===== src/rtl/decode_stage_pkg.sv =====
// Shared RV32I decode constants, ALU op codes and the decoded-instruction record.
// The execute-stage ALU imports the same package, so op codes stay consistent.
package decode_stage_pkg;

    typedef enum logic [3:0] {
        ALU_ADD = 4'd0,
        ALU_SUB = 4'd1,
        ALU_SLL = 4'd2,
        ALU_LT  = 4'd3,
        ALU_LTU = 4'd4,
        ALU_XOR = 4'd5,
        ALU_SRL = 4'd6,
        ALU_SRA = 4'd7,
        ALU_OR  = 4'd8,
        ALU_AND = 4'd9,
        ALU_EQ  = 4'd10,
        ALU_NE  = 4'd11,
        ALU_GE  = 4'd12,
        ALU_GEU = 4'd13
    } alu_op_e;

    typedef enum logic [2:0] {IMM_NONE, IMM_I, IMM_S, IMM_B, IMM_U, IMM_J} imm_sel_e;

    localparam logic [6:0] OPC_OP     = 7'b0110011;
    localparam logic [6:0] OPC_OPIMM  = 7'b0010011;
    localparam logic [6:0] OPC_BRANCH = 7'b1100011;
    localparam logic [6:0] OPC_LUI    = 7'b0110111;
    localparam logic [6:0] OPC_AUIPC  = 7'b0010111;
    localparam logic [6:0] OPC_JAL    = 7'b1101111;
    localparam logic [6:0] OPC_JALR   = 7'b1100111;
    localparam logic [6:0] OPC_LOAD   = 7'b0000011;
    localparam logic [6:0] OPC_STORE  = 7'b0100011;

    localparam logic [2:0] F3_ADD  = 3'b000;
    localparam logic [2:0] F3_SLL  = 3'b001;
    localparam logic [2:0] F3_SLT  = 3'b010;
    localparam logic [2:0] F3_SLTU = 3'b011;
    localparam logic [2:0] F3_XOR  = 3'b100;
    localparam logic [2:0] F3_SR   = 3'b101;
    localparam logic [2:0] F3_OR   = 3'b110;
    localparam logic [2:0] F3_BEQ  = 3'b000;
    localparam logic [2:0] F3_BNE  = 3'b001;
    localparam logic [2:0] F3_BLT  = 3'b100;
    localparam logic [2:0] F3_BGE  = 3'b101;
    localparam logic [2:0] F3_BLTU = 3'b110;
    localparam logic [2:0] F3_BGEU = 3'b111;

    localparam logic [6:0] F7_BASE = 7'b0000000;
    localparam logic [6:0] F7_ALT  = 7'b0100000;

    typedef struct packed {
        alu_op_e     alu_op;
        logic [31:0] a;
        logic [31:0] b;
        logic [4:0]  rd;
        logic        rd_we;
        logic        is_branch;
        logic        is_load;
        logic        is_store;
        logic        is_jump;
        logic        illegal;
        logic [31:0] pc;
        logic [31:0] imm;
    } dec_t;

    localparam dec_t DEC_RESET = '{alu_op: ALU_ADD, a: '0, b: '0, rd: '0, rd_we: 1'b0,
                                   is_branch: 1'b0, is_load: 1'b0, is_store: 1'b0,
                                   is_jump: 1'b0, illegal: 1'b0, pc: '0, imm: '0};

    // alt selects SUB/SRA; callers qualify it so ADDI never becomes a subtract
    function automatic alu_op_e arith_op(input logic [2:0] f3, input logic alt);
        case (f3)
            F3_ADD:  return alt ? ALU_SUB : ALU_ADD;
            F3_SLL:  return ALU_SLL;
            F3_SLT:  return ALU_LT;
            F3_SLTU: return ALU_LTU;
            F3_XOR:  return ALU_XOR;
            F3_SR:   return alt ? ALU_SRA : ALU_SRL;
            F3_OR:   return ALU_OR;
            default: return ALU_AND;
        endcase
    endfunction

endpackage


===== src/rtl/decode_stage_if.sv =====
// Fetch, register-file and execute-side signals of the decode stage.
interface decode_stage_if;
    import decode_stage_pkg::*;

    logic        in_valid;
    logic        in_ready;
    logic [31:0] in_instr;
    logic [31:0] in_pc;
    logic [4:0]  rs1_addr;
    logic [4:0]  rs2_addr;
    logic [31:0] rs1_data;
    logic [31:0] rs2_data;
    logic        flush;
    logic        out_valid;
    logic        out_ready;
    alu_op_e     alu_op;
    logic [31:0] a;
    logic [31:0] b;
    logic [4:0]  rd;
    logic        rd_we;
    logic        is_branch;
    logic        is_load;
    logic        is_store;
    logic        is_jump;
    logic        illegal;
    logic [31:0] out_pc;
    logic [31:0] imm;

    modport slave (
        input  in_valid, in_instr, in_pc, rs1_data, rs2_data, flush, out_ready,
        output in_ready, rs1_addr, rs2_addr, out_valid, alu_op, a, b, rd, rd_we,
               is_branch, is_load, is_store, is_jump, illegal, out_pc, imm
    );

    modport master (
        output in_valid, in_instr, in_pc, rs1_data, rs2_data, flush, out_ready,
        input  in_ready, rs1_addr, rs2_addr, out_valid, alu_op, a, b, rd, rd_we,
               is_branch, is_load, is_store, is_jump, illegal, out_pc, imm
    );
endinterface


===== src/rtl/decode_stage_imm_gen.sv =====
// RV32I immediate generator: selects the I/S/B/U/J field and sign-extends it.
// Purely combinational.
module imm_gen
    import decode_stage_pkg::*;
(
    input  logic [31:0] instr_i,
    input  imm_sel_e    sel_i,
    output logic [31:0] imm_o
);
    always_comb begin
        imm_o = '0;
        case (sel_i)
            IMM_I: imm_o = {{20{instr_i[31]}}, instr_i[31:20]};
            IMM_S: imm_o = {{20{instr_i[31]}}, instr_i[31:25], instr_i[11:7]};
            IMM_B: imm_o = {{19{instr_i[31]}}, instr_i[31], instr_i[7], instr_i[30:25],
                            instr_i[11:8], 1'b0};
            IMM_U: imm_o = {instr_i[31:12], 12'b0};
            IMM_J: imm_o = {{11{instr_i[31]}}, instr_i[31], instr_i[19:12], instr_i[20],
                            instr_i[30:21], 1'b0};
            default: imm_o = '0;
        endcase
    end
endmodule


===== src/rtl/decode_stage.sv =====
// RV32I decode stage: one registered slot, issue 1 cycle after accept.
// Backpressure: in_ready = !out_valid || out_ready; flush empties the slot and forces in_ready.
module decode_stage
    import decode_stage_pkg::*;
#(
    parameter bit ILLEGAL_AS_NOP = 1'b1
) (
    input  logic          clock,
    input  logic          reset_n,
    decode_stage_if.slave bus
);
    logic [31:0] instr;
    logic [6:0]  opc;
    logic [2:0]  f3;
    logic [6:0]  f7;
    logic [4:0]  rd_field;
    imm_sel_e    imm_sel;
    logic [31:0] imm_val;

    logic        ill, wr, br, ld, st, jmp;
    alu_op_e     op;
    logic [31:0] opa, opb;

    logic        vld_q, vld_d;
    dec_t        dec_q, dec_d;
    logic        in_ready, load;

    assign instr    = bus.in_instr;
    assign opc      = instr[6:0];
    assign f3       = instr[14:12];
    assign f7       = instr[31:25];
    assign rd_field = instr[11:7];

    assign bus.rs1_addr = instr[19:15];
    assign bus.rs2_addr = instr[24:20];

    always_comb begin
        imm_sel = IMM_NONE;
        case (opc)
            OPC_OPIMM, OPC_JALR, OPC_LOAD: imm_sel = IMM_I;
            OPC_STORE:                     imm_sel = IMM_S;
            OPC_BRANCH:                    imm_sel = IMM_B;
            OPC_LUI, OPC_AUIPC:            imm_sel = IMM_U;
            OPC_JAL:                       imm_sel = IMM_J;
            default:                       imm_sel = IMM_NONE;
        endcase
    end

    imm_gen u_imm_gen (.instr_i(instr), .sel_i(imm_sel), .imm_o(imm_val));

    always_comb begin
        ill = 1'b0; wr = 1'b0; br = 1'b0; ld = 1'b0; st = 1'b0; jmp = 1'b0;
        op  = ALU_ADD;
        opa = bus.rs1_data;
        opb = bus.rs2_data;
        if (instr[1:0] != 2'b11) begin
            ill = 1'b1;
        end else begin
            case (opc)
                OPC_OP: begin
                    wr = 1'b1;
                    op = arith_op(f3, instr[30]);
                    if (f3 == F3_SLL || f3 == F3_SR) opb = {27'b0, bus.rs2_data[4:0]};
                    if (f7 != F7_BASE && !(f7 == F7_ALT && (f3 == F3_ADD || f3 == F3_SR))) ill = 1'b1;
                end
                OPC_OPIMM: begin
                    wr  = 1'b1;
                    op  = arith_op(f3, (f3 == F3_SR) && instr[30]);
                    opb = imm_val;
                    if (f3 == F3_SLL || f3 == F3_SR) begin
                        opb = {27'b0, instr[24:20]};
                        if (f7 != F7_BASE && !(f7 == F7_ALT && f3 == F3_SR)) ill = 1'b1;
                    end
                end
                OPC_BRANCH: begin
                    br = 1'b1;
                    case (f3)
                        F3_BEQ:  op = ALU_EQ;
                        F3_BNE:  op = ALU_NE;
                        F3_BLT:  op = ALU_LT;
                        F3_BGE:  op = ALU_GE;
                        F3_BLTU: op = ALU_LTU;
                        F3_BGEU: op = ALU_GEU;
                        default: ill = 1'b1;
                    endcase
                end
                OPC_LUI:   begin wr = 1'b1; opa = '0;        opb = imm_val; end
                OPC_AUIPC: begin wr = 1'b1; opa = bus.in_pc; opb = imm_val; end
                OPC_JAL, OPC_JALR: begin
                    wr = 1'b1; jmp = 1'b1; opa = bus.in_pc; opb = 32'd4;
                end
                OPC_LOAD:  begin wr = 1'b1; ld = 1'b1; opb = imm_val; end
                OPC_STORE: begin st = 1'b1; opb = imm_val; end
                default:   ill = 1'b1;
            endcase
        end
    end

    // flush keeps the fetch side moving even while the slot is stalled
    assign in_ready     = !vld_q || bus.out_ready || bus.flush;
    assign bus.in_ready = in_ready;
    assign load         = bus.in_valid && in_ready && !bus.flush;

    always_comb begin
        dec_d = dec_q;
        if (load) begin
            dec_d.pc      = bus.in_pc;
            dec_d.illegal = ill;
            if (ill) begin
                dec_d.alu_op    = ALU_ADD;
                dec_d.a         = ILLEGAL_AS_NOP ? '0 : bus.rs1_data;
                dec_d.b         = ILLEGAL_AS_NOP ? '0 : bus.rs2_data;
                dec_d.rd        = '0;
                dec_d.rd_we     = 1'b0;
                dec_d.is_branch = 1'b0;
                dec_d.is_load   = 1'b0;
                dec_d.is_store  = 1'b0;
                dec_d.is_jump   = 1'b0;
                dec_d.imm       = '0;
            end else begin
                dec_d.alu_op    = op;
                dec_d.a         = opa;
                dec_d.b         = opb;
                dec_d.rd        = wr ? rd_field : 5'd0;
                dec_d.rd_we     = wr && (rd_field != 5'd0);
                dec_d.is_branch = br;
                dec_d.is_load   = ld;
                dec_d.is_store  = st;
                dec_d.is_jump   = jmp;
                dec_d.imm       = imm_val;
            end
        end
    end

    assign vld_d = bus.flush ? 1'b0 : load ? 1'b1 : bus.out_ready ? 1'b0 : vld_q;

    always_ff @(posedge clock or negedge reset_n) begin
        if (!reset_n) begin
            vld_q <= 1'b0;
            dec_q <= DEC_RESET;
        end else begin
            vld_q <= vld_d;
            dec_q <= dec_d;
        end
    end

    assign bus.out_valid = vld_q;
    assign bus.alu_op    = dec_q.alu_op;
    assign bus.a         = dec_q.a;
    assign bus.b         = dec_q.b;
    assign bus.rd        = dec_q.rd;
    assign bus.rd_we     = dec_q.rd_we;
    assign bus.is_branch = dec_q.is_branch;
    assign bus.is_load   = dec_q.is_load;
    assign bus.is_store  = dec_q.is_store;
    assign bus.is_jump   = dec_q.is_jump;
    assign bus.illegal   = dec_q.illegal;
    assign bus.out_pc    = dec_q.pc;
    assign bus.imm       = dec_q.imm;
endmodule


===== src/flat_wrapper.sv =====
// flat-port wrapper written by rule: the top's interface ports become plain ports
module decode_stage_flat import decode_stage_pkg::*;
#(
    parameter bit ILLEGAL_AS_NOP = 1'b1
)
  (clock, reset_n, bus_in_valid, bus_in_instr, bus_in_pc, bus_rs1_data, bus_rs2_data, bus_flush, bus_out_ready, bus_in_ready, bus_rs1_addr, bus_rs2_addr, bus_out_valid, bus_alu_op, bus_a, bus_b, bus_rd, bus_rd_we, bus_is_branch, bus_is_load, bus_is_store, bus_is_jump, bus_illegal, bus_out_pc, bus_imm);
  decode_stage_if bus_i ();
  input  logic clock;
  input  logic reset_n;
  input wire logic [$bits(bus_i.in_valid)-1:0] bus_in_valid;
  input wire logic [$bits(bus_i.in_instr)-1:0] bus_in_instr;
  input wire logic [$bits(bus_i.in_pc)-1:0] bus_in_pc;
  input wire logic [$bits(bus_i.rs1_data)-1:0] bus_rs1_data;
  input wire logic [$bits(bus_i.rs2_data)-1:0] bus_rs2_data;
  input wire logic [$bits(bus_i.flush)-1:0] bus_flush;
  input wire logic [$bits(bus_i.out_ready)-1:0] bus_out_ready;
  output wire logic [$bits(bus_i.in_ready)-1:0] bus_in_ready;
  output wire logic [$bits(bus_i.rs1_addr)-1:0] bus_rs1_addr;
  output wire logic [$bits(bus_i.rs2_addr)-1:0] bus_rs2_addr;
  output wire logic [$bits(bus_i.out_valid)-1:0] bus_out_valid;
  output wire logic [$bits(bus_i.alu_op)-1:0] bus_alu_op;
  output wire logic [$bits(bus_i.a)-1:0] bus_a;
  output wire logic [$bits(bus_i.b)-1:0] bus_b;
  output wire logic [$bits(bus_i.rd)-1:0] bus_rd;
  output wire logic [$bits(bus_i.rd_we)-1:0] bus_rd_we;
  output wire logic [$bits(bus_i.is_branch)-1:0] bus_is_branch;
  output wire logic [$bits(bus_i.is_load)-1:0] bus_is_load;
  output wire logic [$bits(bus_i.is_store)-1:0] bus_is_store;
  output wire logic [$bits(bus_i.is_jump)-1:0] bus_is_jump;
  output wire logic [$bits(bus_i.illegal)-1:0] bus_illegal;
  output wire logic [$bits(bus_i.out_pc)-1:0] bus_out_pc;
  output wire logic [$bits(bus_i.imm)-1:0] bus_imm;
  assign bus_i.in_valid = bus_in_valid;
  assign bus_i.in_instr = bus_in_instr;
  assign bus_i.in_pc = bus_in_pc;
  assign bus_i.rs1_data = bus_rs1_data;
  assign bus_i.rs2_data = bus_rs2_data;
  assign bus_i.flush = bus_flush;
  assign bus_i.out_ready = bus_out_ready;
  assign bus_in_ready = bus_i.in_ready;
  assign bus_rs1_addr = bus_i.rs1_addr;
  assign bus_rs2_addr = bus_i.rs2_addr;
  assign bus_out_valid = bus_i.out_valid;
  assign bus_alu_op = bus_i.alu_op;
  assign bus_a = bus_i.a;
  assign bus_b = bus_i.b;
  assign bus_rd = bus_i.rd;
  assign bus_rd_we = bus_i.rd_we;
  assign bus_is_branch = bus_i.is_branch;
  assign bus_is_load = bus_i.is_load;
  assign bus_is_store = bus_i.is_store;
  assign bus_is_jump = bus_i.is_jump;
  assign bus_illegal = bus_i.illegal;
  assign bus_out_pc = bus_i.out_pc;
  assign bus_imm = bus_i.imm;
  decode_stage #(.ILLEGAL_AS_NOP(ILLEGAL_AS_NOP)) u_core (.clock(clock), .reset_n(reset_n), .bus(bus_i));
endmodule

===== config.mk =====
export PLATFORM = sky130hd
export DESIGN_NAME = decode_stage_flat
export DESIGN_NICKNAME = d
export VERILOG_FILES = /design/src/rtl/decode_stage_pkg.sv /design/src/rtl/decode_stage_if.sv /design/src/rtl/decode_stage_imm_gen.sv /design/src/rtl/decode_stage.sv /design/src/flat_wrapper.sv
export SDC_FILE = /design/constraint.sdc
export NUM_CORES = 1
export LEC_CHECK = 0
export CAP_MARGIN = 10
export CORE_MARGIN = 10
export CORE_UTILIZATION = 38
export DETAILED_ROUTE_END_ITERATION = 7
export PLACE_DENSITY = 0.79
export SYNTH_ARGS = -nofsm -noshare
export SYNTH_HDL_FRONTEND = slang
export SYNTH_SLANG_ARGS = --single-unit

===== constraint.sdc =====
create_clock -name clock -period 1.6 [get_ports clock]
set_input_delay 0.32 -clock clock [delete_from_list [all_inputs] [get_ports clock]]
set_output_delay 0.32 -clock clock [all_outputs]
set_load 0.1 [all_outputs]

Word level (Yosys, flattened, before mapping) --
Cells that the tools add are included. Widths: inputs -> output; s select.
Cells by class: muxes and demuxes 39, eq/ne operators 23, reduce and logical (&&, ||, !) cells 28
Operators with widths (number):
- $mux 32 | 5
- $pmux 32 s5 | 1
- $pmux 32 s4 | 1
- $mux 78 | 1
- $pmux 32 s2 | 1
- $pmux 4 s7 | 2
- $eq 7x6->1 const B | 4
- $pmux 4 s6 | 1
- $mux 1 | 22
- $eq 7x7->1 const B | 3
- $eq 3x3->1 const B | 6
- $pmux 3 s5 | 1
- $eq 7x5->1 const B | 2
- $eq 3x2->1 const B | 4
- $pmux 4 s3 | 1
- $reduce_or 6->1 | 2
- $logic_and 1x1->1 | 8
- $eq 7x2->1 const B | 1
- $reduce_bool 7->1 | 1
- $reduce_or 7->1 | 1
- $eq 3x1->1 const B | 2
- $reduce_or 3->1 | 2
- $mux 5 | 1
- $reduce_bool 5->1 | 1
- 9 further kinds | 16
Word-level totals: output and inout bits 155, bits of input ports 133, register bits after elaboration 144

Depth between registers and ports, before layout --
Gate-level depths: netlist (run 1).
depth in word-level cells 9, depth in mapped cells 9

Hierarchy --
From an unflattened synthesis (run 1), not the netlist that was laid out.
Unflattened totals: cells, all modules 595, area total of the unflattened synthesis 6787.8 um2
By module, submodules not included:
- decode_stage | times used 1, cells each 529, seq. area each 3603.5 um2, area each 6397.4 um2
- imm_gen | times used 1, cells each 66, seq. area each 0.0 um2, area each 390.4 um2

Worst setup path before layout (run 1) --
OpenSTA, ideal clock, no wires.
path kind flip-flop to flip-flop, from register u_core.vld_q, in the netlist u_core.bus.out_valid, to register u_core.dec_q (netlist bit u_core.bus.b[2]), cell stages (with the launch flop) 8, setup slack -0.755 ns, library setup time 0.095 ns, arrival time 2.259 ns, data required time 1.505 ns, path through dfrtp_1 > nand2b_1 > nand3b_1 > clkbuf_1 > clkbuf_1 > clkbuf_1 > nand2_1 > o31ai_1
On the way: longest elaborated chain between the ends 5
RTL lines:
- from (decl) | line decode_stage.sv:24 | logic vld_q, vld_d;
- from (signal assigned) | line decode_stage.sv:142 | vld_q <= vld_d;
- $logic_not 1->1 | line decode_stage.sv:100 | assign in_ready = !vld_q || bus.out_ready || bus.flush;
- $logic_or 1x1->1 (2 in a row) | line decode_stage.sv:100
- $logic_and 1x1->1 (2 in a row) | line decode_stage.sv:102 | assign load = bus.in_valid && in_ready && !bus.flush;
- to (signal assigned) | line decode_stage.sv:140 | dec_q <= DEC_RESET;
- to (signal assigned) | line decode_stage.sv:143 | dec_q <= dec_d;
- to (decl) | line decode_stage.sv:25 | dec_t dec_q, dec_d;
No other way between the ends. A chain may end at the register's enable or synchronous reset.

Final worst setup path (run 1) --
from register u_core.vld_q, in the netlist u_core.bus.out_valid, to register u_core.dec_q (netlist bit u_core.bus.b[11])
Same word-level chain as after synthesis.

==> results of run 1 <==
cell families after synthesis:
group | Yosys count | synth area share [%]
buffers and inverters | 67 | 5.114
DFF | 144 | 55.16
muxes | 34 | 5.842
and+or+nand+nor | 155 | 11.15
AOI/OAI and AO/OA | 209 | 22.74
final timing paths:
path / start / to / slack [ns] / cells past startpoint
setup / recovery: u_core.bus.out_valid / u_core.bus.b[11] / -0.46 / 8
hold / removal: bus_in_instr[26] / u_core.bus.imm[6] / 0.36 / 3
setup reg to reg: u_core.bus.out_valid / u_core.bus.b[11] / -0.46 / 8
hold reg to reg: u_core.bus.a[29] / u_core.bus.a[29] / 0.54 / 2
max in group asynchronous: reset_n / u_core.bus.b[12] / 0.65 / 3
min in group asynchronous: reset_n / u_core.bus.out_pc[24] / 0.39 / 2
worst max-delay path: stages (launching register included):
cell      delay (ns)
dfrtp_4         0.48
nand2b_4        0.07
nand3b_1        0.22
nor2_4          0.23
o211ai_4        0.12
buf_6           0.16
buf_6           0.13
or3_4           0.33
o221ai_2        0.21
timing repair:
item | in CTS | in global routing
setup endpoints to repair | 144 | 144
endpoints found under the hold margin | 33 | 0
buffers inserted | 16 | 10
gates resized for setup | 77 | 36
pin swaps | 24 | 11
hold buffers | 1 | 0
gates cloned | 6 | 8
metrics by stage:
stage / setup TNS, ns / worst slack [ns] / total power [mW] / utilization, %
2_1_floorplan: -28.96 / -0.3454 / 5.825 / -
3_3_place_gp: -120.99 / -1.135 / 7.454 / 71.11
3_5_place_dp: -119.34 / -1.218 / 7.502 / 71.11
4_1_cts: -29.29 / -0.3764 / 11.70 / 77.73
5_1_grt: -52.24 / -0.5518 / 12.07 / 79.96
6_report: -44.09 / -0.4590 / 11.78 / 79.96
layout by cell type (no fill, tap or decap), drive strengths merged, types with 3 or more instances in the layout:
cell type	count
nand3	6
nor2b	5
nand2	80
a222oi	4
nand2b	6
dfrtp	144
o21ai	66
bufinv	3
clkinvlp	4
dlygate4sd2	7
nor3	13
a221o	26
clkdlybuf4s50	120
a21oi	28
diode	3
a211oi	3
clkbuf	25
mux2	33
inv	14
nor2	32
or3	4
clkinv	3
o21a	3
a22o	13
o31ai	4
buf	291
a31oi	3
a22oi	35
a32o	12
clkdlybuf4s15	3
registers in the layout, summed over array words and instances (netlist names):
signal	cells
u_core.bus.rd	5
u_core.bus.a	32
u_core.bus.is_store	1
u_core.bus.is_load	1
u_core.bus.rd_we	1
u_core.bus.illegal	1
u_core.bus.b	32
u_core.bus.out_pc	32
u_core.bus.is_jump	1
u_core.bus.alu_op	4
u_core.bus.out_valid	1
u_core.bus.is_branch	1
u_core.bus.imm	32
layer usage:
layer  wire, µm  GRT usage (%)  up-vias
met5         28              0        -
met3       2626          6.563       91
met4       1280          10.01        4
met1      11470          30.22     3574
met2      16320          43.24      410
li1           -              -     3047
layout make-up:
class / instances / area [µm²] / area share, %
repair buffers: 429 / 5902 / 44.20
flip-flops and latches: 144 / 3607 / 27.01
multi-input cells: 399 / 2904 / 21.75
clock buffers: 20 / 456.7 / 3.420
well taps: 220 / 275.3 / 2.061
clock inverters: 12 / 156.4 / 1.171
inverters: 12 / 45.04 / 0.3373
diodes: 3 / 7.507 / 0.05622
where the power goes:
part           switching, mW  internal [mW]
Clock                   1.62           2.54
Combinational           2.16           1.44
Sequential             0.195           3.82
==> summary.txt, run 1 <==
status = finished, violations left
failing checks = negative setup slack
maxcap violations = 0
Synth top area share = 55.16%
Routed WL = 31730 µm
post-synth top area cell = dfrtp_1
layout cells sized above 1 = 42.91%
initial antenna violation count = 5
synth unique cells = 52
die area = 22840 µm²
crit share post-route = 128.7%
Avg WL per Cell = 25.61 µm
final instance area = 13350 µm²
worst hold slack = 0.3581 ns
Critical Path End Type = flop
total track usage = 25.46%
synth cell count leaders = dfrtp_1, nand2_1, o21ai_1
Rel. slew slack = 71.14%
DP Cell Count = 1163
CTS tree = done
final setup vio count = 144
Async SR Flop Fraction = 100.0%
core area = 16700 µm²
CTS clk-pin slew, worst paths = 0.06 ns
Setup Skew = 0.007333 ns
Avg Inst Size Synth = 10.73 µm²
most frequent cell after synthesis = dfrtp_1
placer congestion estimate = 0.9784
yosys warns = 0
Initial Util = 39.11%
vias per cell = 5.751
flop and latch count out of synthesis = 144
Critical Path Start Type = flop
Die W = 151.1 µm
Pleak = 5.873 nW
PortBufs = 287
Post-Layout Cell Count = 1239
area grow syn2layout = 104.4%
RSZ-0062 raised after global routing = yes
die height = 151.1 µm
Tightest Pin Transition = 0.4329 ns
Clock Latency Late Sink = 0.42 ns
syn nets = 742
Detailed Routing Iterations Pass 1 = 7
fmax = 485.7 MHz
Slew Viols, Final = 0
Mapped Area = 6533 µm²
H-Tree Depth = 4
number of synthesized flops with an enable pin = 0
post-synthesis sequential area ratio = 55.16%
P per Cell Area = 882.4 nW/µm²
Worst Path Required = 1.92 ns
CTS Sinks = 144
fin crit period = 2.059 ns
Post-DRT Antenna Nets = 0
Final WS setup = -0.4590 ns
row count = 47
kind of critical path = flop to flop
Post-DP HPWL = 21690 µm
via count = 7126
Hold Vio Cnt, Final = 0
Num CTS Buffers = 17
DP Area = 11880 µm²
IO Pins = 288
Critical Path AT = 2.38 ns
IR drop worst, VDD = 0.7213 mV
# DRC = 0
gr ovfl total = 0
FILL cells = 912
Synth Flop Type = dfrtp_1
global-route wire length before repair = 44200 µm
worst hold path type = input port to flop
Final nets = 1136
Gate Count Post-Synth = 609
largest cells by area after synthesis = dfrtp_1, mux2_2, nand2_1
CTS Buffer Depth = 2
Worst Path Max Fanout = 8
largest net degree at the start of global routing = 56
Initial DRC Count = 733
CTS Root Cell = clkbuf_16
vias in the first global route = 7270
Power figures use the tool's default switching activity.
==> run 2, diff against run 1 <==
Settings changed: SETUP_SLACK_MARGIN set to 0.02.
==> results of run 2 <==
Final layout, timing and power as in run 1 (identical DEF).
